**config.mk**
```make
export PLATFORM = sky130hd
export DESIGN_NAME = hazard_unit_sb
export DESIGN_NICKNAME = d
export VERILOG_FILES = /design/src/rtl/hazard_unit_sb.sv
export SDC_FILE = /design/constraint.sdc
export NUM_CORES = 1
export LEC_CHECK = 0
export CORE_ASPECT_RATIO = 0.75
export CORE_UTILIZATION = 50
export CTS_BUF_LIST = sky130_fd_sc_hd__clkbuf_8
export DETAILED_ROUTE_END_ITERATION = 10
export GPL_TIMING_DRIVEN = 1
export MAX_ROUTING_LAYER = met4
export PLACE_DENSITY = 0.83
export SKIP_CTS_REPAIR_TIMING = 1
export SLEW_MARGIN = 20
export SYNTH_ARGS = -nofsm -noshare
export SYNTH_HDL_FRONTEND = slang
export SYNTH_SLANG_ARGS = --single-unit
```
**constraint.sdc**
```tcl
create_clock -name clk -period 8.4 [get_ports clk]
set_input_delay 1.26 -clock clk [delete_from_list [all_inputs] [get_ports clk]]
set_output_delay 1.26 -clock clk [all_outputs]
set_load 0.01 [all_outputs]
```
**src/rtl/hazard_unit_sb.sv**
```systemverilog
// Hazard unit for the in-order RV32 pipeline.
// Covers N-stage operand forwarding, load-use stalls, a register scoreboard
// for the multi-cycle MUL/DIV unit, a stretched redirect flush and a
// saturating stall-cycle counter.
module hazard_unit_sb #(
    parameter int NUM_REGS     = 32,
    parameter int REG_W        = 5,
    parameter int FWD_STAGES   = 2,
    parameter int FLUSH_CYCLES = 1,
    parameter int CNT_W        = 16
) (
    input  logic                        clk,
    input  logic                        rst_n,
    input  logic [FWD_STAGES-1:0]       FWD_rd_reg_write,
    input  logic [FWD_STAGES*REG_W-1:0] FWD_rd,
    input  logic [REG_W-1:0]            EXEC_rs1,
    input  logic [REG_W-1:0]            EXEC_rs2,
    output logic [FWD_STAGES-1:0]       FWD_rs1,
    output logic [FWD_STAGES-1:0]       FWD_rs2,
    input  logic [REG_W-1:0]            FETCH_rs1,
    input  logic [REG_W-1:0]            FETCH_rs2,
    input  logic [REG_W-1:0]            FETCH_rd,
    input  logic                        FETCH_mc,
    input  logic                        FETCH_valid,
    input  logic                        MEM_valid,
    input  logic                        EXEC_mem2reg,
    input  logic [REG_W-1:0]            EXEC_rd,
    input  logic                        BRA,
    input  logic                        JMP,
    input  logic                        MC_issue,
    input  logic [REG_W-1:0]            MC_issue_rd,
    input  logic                        MC_done,
    input  logic [REG_W-1:0]            MC_done_rd,
    input  logic                        MC_busy,
    output logic                        FETCH_stall,
    output logic                        EXEC_stall,
    output logic                        EXEC_flush,
    output logic                        MEM_flush,
    output logic [NUM_REGS-1:0]         sb_busy,
    output logic                        sb_err,
    output logic [CNT_W-1:0]            stall_cnt
);

    // Four bits cover the full 1..15 range of FLUSH_CYCLES.
    localparam int FC_W = 4;
    localparam logic [FC_W-1:0] FLUSH_LOAD = FC_W'(FLUSH_CYCLES - 1);

    logic [FC_W-1:0]     flush_cnt;
    logic [NUM_REGS-1:0] sb_next;
    logic                load_stall;
    logic                sb_stall;
    logic                redirect;

    // Forwarding select: nearest writing stage wins, x0 is never forwarded.
    always_comb begin
        logic hit1, hit2;
        FWD_rs1 = '0;
        FWD_rs2 = '0;
        hit1    = 1'b0;
        hit2    = 1'b0;
        for (int i = 0; i < FWD_STAGES; i++) begin
            if (!hit1 && FWD_rd_reg_write[i] && EXEC_rs1 != '0 &&
                FWD_rd[i*REG_W +: REG_W] == EXEC_rs1) begin
                FWD_rs1[i] = 1'b1;
                hit1       = 1'b1;
            end
            if (!hit2 && FWD_rd_reg_write[i] && EXEC_rs2 != '0 &&
                FWD_rd[i*REG_W +: REG_W] == EXEC_rs2) begin
                FWD_rs2[i] = 1'b1;
                hit2       = 1'b1;
            end
        end
    end

    // Scoreboard next state: completion clears, issue sets (set wins), x0 stays clear.
    always_comb begin
        sb_next = sb_busy;
        if (MC_done)
            sb_next[MC_done_rd] = 1'b0;
        if (MC_issue && MC_issue_rd != '0)
            sb_next[MC_issue_rd] = 1'b1;
        sb_next[0] = 1'b0;
    end

    // Stall sources; scoreboard hazards look at next state so a same-cycle
    // completion releases the decoding instruction immediately.
    always_comb begin
        load_stall  = EXEC_mem2reg && EXEC_rd != '0 &&
                      (FETCH_rs1 == EXEC_rd || FETCH_rs2 == EXEC_rd);
        sb_stall    = (FETCH_rs1 != '0 && sb_next[FETCH_rs1]) ||
                      (FETCH_rs2 != '0 && sb_next[FETCH_rs2]) ||
                      (FETCH_rd  != '0 && sb_next[FETCH_rd])  ||
                      (FETCH_mc && MC_busy);
        redirect    = BRA | JMP;
        EXEC_stall  = ~MEM_valid;
        MEM_flush   = EXEC_stall;
        FETCH_stall = ~FETCH_valid | EXEC_stall | load_stall | sb_stall;
        EXEC_flush  = redirect | (flush_cnt != '0) | FETCH_stall;
    end

    // Scoreboard register and sticky completion-without-issue error.
    always_ff @(posedge clk or negedge rst_n) begin
        if (!rst_n) begin
            sb_busy <= '0;
            sb_err  <= 1'b0;
        end else begin
            sb_busy <= sb_next;
            if (MC_done && !sb_busy[MC_done_rd])
                sb_err <= 1'b1;
        end
    end

    // Redirect flush stretcher: reload on every redirect, otherwise count down.
    always_ff @(posedge clk or negedge rst_n) begin
        if (!rst_n)
            flush_cnt <= '0;
        else if (redirect)
            flush_cnt <= FLUSH_LOAD;
        else if (flush_cnt != '0)
            flush_cnt <= flush_cnt - 1'b1;
    end

    // Saturating count of fetch-stall cycles.
    always_ff @(posedge clk or negedge rst_n) begin
        if (!rst_n)
            stall_cnt <= '0;
        else if (FETCH_stall && stall_cnt != '1)
            stall_cnt <= stall_cnt + 1'b1;
    end

endmodule

```
==> out/summary.txt <==
Max-Cap Viols: 0
CTS sink cnt: 52
Rel. slew slack: 0.342
Peak VDD IR: 163 µV
fmax: 0.148 GHz
most frequent cells in the layout: clkdlybuf4s50_1 (117), nand2_1 (75), dfrtp_1 (52), xnor2_1 (42), nand3_1 (36)
antenna-violating nets left: 0
CTS Buf Count: 5
post-detail-place hpwl: 12600 µm
crit path max fanout: 17
setup TNS: 0 ps
routability congestion estimate from global placement: 1.01
initial core utilization: 0.529
Final Cycle Share: 0.807
GRT Resource Usage Total: 0.385
layout cells sized above 1: 0.0705
Setup WS pre-CTS: 1690 ps
top area cells in the synthesized netlist: dfrtp_1 (30%), xnor2_1 (8.6%), nand2_1 (6.6%)
Die Span X: 109 µm
Final setup viols: 0
fin worst setup slack: 1620 ps
synthesized flop and latch total: 52
syn avg cell area: 8.67 µm²
# rows: 28
crit start category: input pin
static leakage: 0.00209 µW
Worst EP required: 7140 ps
skew final: 4.87 ps
Worst EP arrival: 5520 ps
Worst-path clk slew: 100 ps
Synth cell types: 74
DR vias/cell: 6.54
worst min path class: reg2reg
global route total overflow: 0
min Tclk post-route: 6780 ps
clock insertion delay at the later pin of the skew report: 320 ps
initial antenna violation count: 0
NumNets Final: 661
Power Density: 183 nW/µm²
die footprint: 8940 µm²
via count: 4588
Reg2Reg Setup Slack: 5790 ps
area growth from synthesis to layout: 29.3%
CP Capture Type: output pin
Setup CP Type: in2out
synthesized cell area: 4280 µm²
Yosys top cell area share: 0.304
Mapped Nets: 559
core area: 8090 µm²
status: completed
clock root buffer: clkbuf_8
Synth Flop Type: dfrtp_1
biggest area consumer among synthesized cells: dfrtp_1
Max Slew Vio Count: 0
port bufs: 118
Syn. warnings: 0
final hold viol count: 0
unrepaired setup endpoints after global routing: false
final wirelength: 16200 µm
ANT cells: 0
vias in the first global route: 4395
Tot Pwr: 1020 µW
Fillers: 624
largest net degree at the start of global routing: 53
Ports: 120
CTS tree: yes
CTS Buffer Depth: 2
FFs w/ async S/R, synth: 1.00
die height: 82.1 µm
First DRT Iteration DRCs: 498
WL per Instance: 23.1 µm
post-synthesis sequential area ratio: 0.304
DRC Markers: 0
first-pass GRT wire length: 24600 µm
Synth Instances: 494
DRT Pass-1 Iters: 5
H-tree depth: 2
commonest non-fill, non-tap cell in the layout: clkdlybuf4s50_1
worst slew pin tran: 985 ps
EDFF count, synth: 0
final cells by class:
cell class / instances / area (µm²) / share of cell area
Clock buffer: 5 / 68.8 / 0.0124
Clock inverter: 2 / 12.5 / 0.00226
Inverter: 25 / 93.8 / 0.0169
Multi-Input combinational cell: 393 / 2750 / 0.496
Sequential cell: 52 / 1300 / 0.235
Tap cell: 105 / 131 / 0.0237
Timing Repair Buffer: 119 / 1180 / 0.214
Yosys cell counts, drive strengths merged, types with 3 or more instances:
cell	instances
nand3b	5
nand2b	7
mux4	12
o211ai	6
a2111oi	5
and4bb	3
o31ai	3
buf	14
dfrtp	52
mux2	3
nand4bb	3
a31oi	6
clkbuf	10
nand4b	3
nor4	6
and4b	3
o21ai	35
o32ai	3
o22ai	5
inv	24
nand4	18
nor2	18
a21oi	12
a211oi	5
a32oi	3
o2111ai	5
xnor2	42
nor3	15
nand3	36
or4	3
xor2	5
or3	3
nor2b	4
nand2	76
a22oi	3
and2	5
power by group:
group | total, µW | internal (µW) | switching (µW)
logic | 499 | 242 | 257
registers | 371 | 309 | 61.2
clock network | 145 | 56.7 | 88.7
logic make-up after synthesis:
family	count (synthesis)	synth area share
and+or+nand+nor	218	0.286
AOI/OAI and AO/OA	108	0.176
DFF	52	0.304
buffers and inverters	49	0.0549
xor gates and xnor gates	47	0.0961
muxes	17	0.0757
adders and majority gates	2	0.00584
other	1	0.000876
per-layer routing:
| metal | global-route usage | part of all wire | wire length, µm |
|---|---|---|---|
| met2 | 0.594 | 0.45 | 7270 |
| met5 | - | 0 | 0 |
| met3 | 0.0942 | 0.10 | 1680 |
| met4 | 0.109 | 0.021 | 344 |
| met1 | 0.507 | 0.43 | 6880 |
sequential cells by signal, indices dropped and copies added, names as in the netlist:
signal,cells
stall_cnt,16
sb_err,1
flush_cnt,4
sb_busy,31
critical path: stages:
cell             delay, ps
clkdlybuf4s50_1       1000
nand2b_1               510
o21ai_1                390
nand3b_1               110
a2111oi_0              380
a2111oi_0              170
a211oi_2               340
nand4_4                290
or4_1                  550
clkdlybuf4s50_1        490
per-stage QoR:
step / instances / area, µm² / utilization / hold WS, ps
2_1_floorplan: 494 / 4280 / - / 512
3_3_place_gp: 694 / 5460 / 0.674 / 454
3_5_place_dp: 694 / 5460 / 0.674 / 481
4_1_cts: 701 / 5540 / 0.684 / 499
5_1_grt: 701 / 5540 / 0.684 / 527
6_report: 701 / 5540 / 0.684 / 492
worst paths after layout:
path / from / to / cells past startpoint
setup / recovery: MC_done_rd[0] / EXEC_flush / 10
hold / removal: stall_cnt[11]$_DFFE_PN0P_ / stall_cnt[11]$_DFFE_PN0P_ / 1
setup reg to reg: sb_busy[24]$_DFF_PN0_ / stall_cnt[1]$_DFFE_PN0P_ / 8
hold reg to reg: stall_cnt[11]$_DFFE_PN0P_ / stall_cnt[11]$_DFFE_PN0P_ / 1
max in group asynchronous: rst_n / sb_busy[4]$_DFF_PN0_ / 2
min in group asynchronous: rst_n / sb_busy[31]$_DFF_PN0_ / 2
Power figures use the tool's default switching activity.
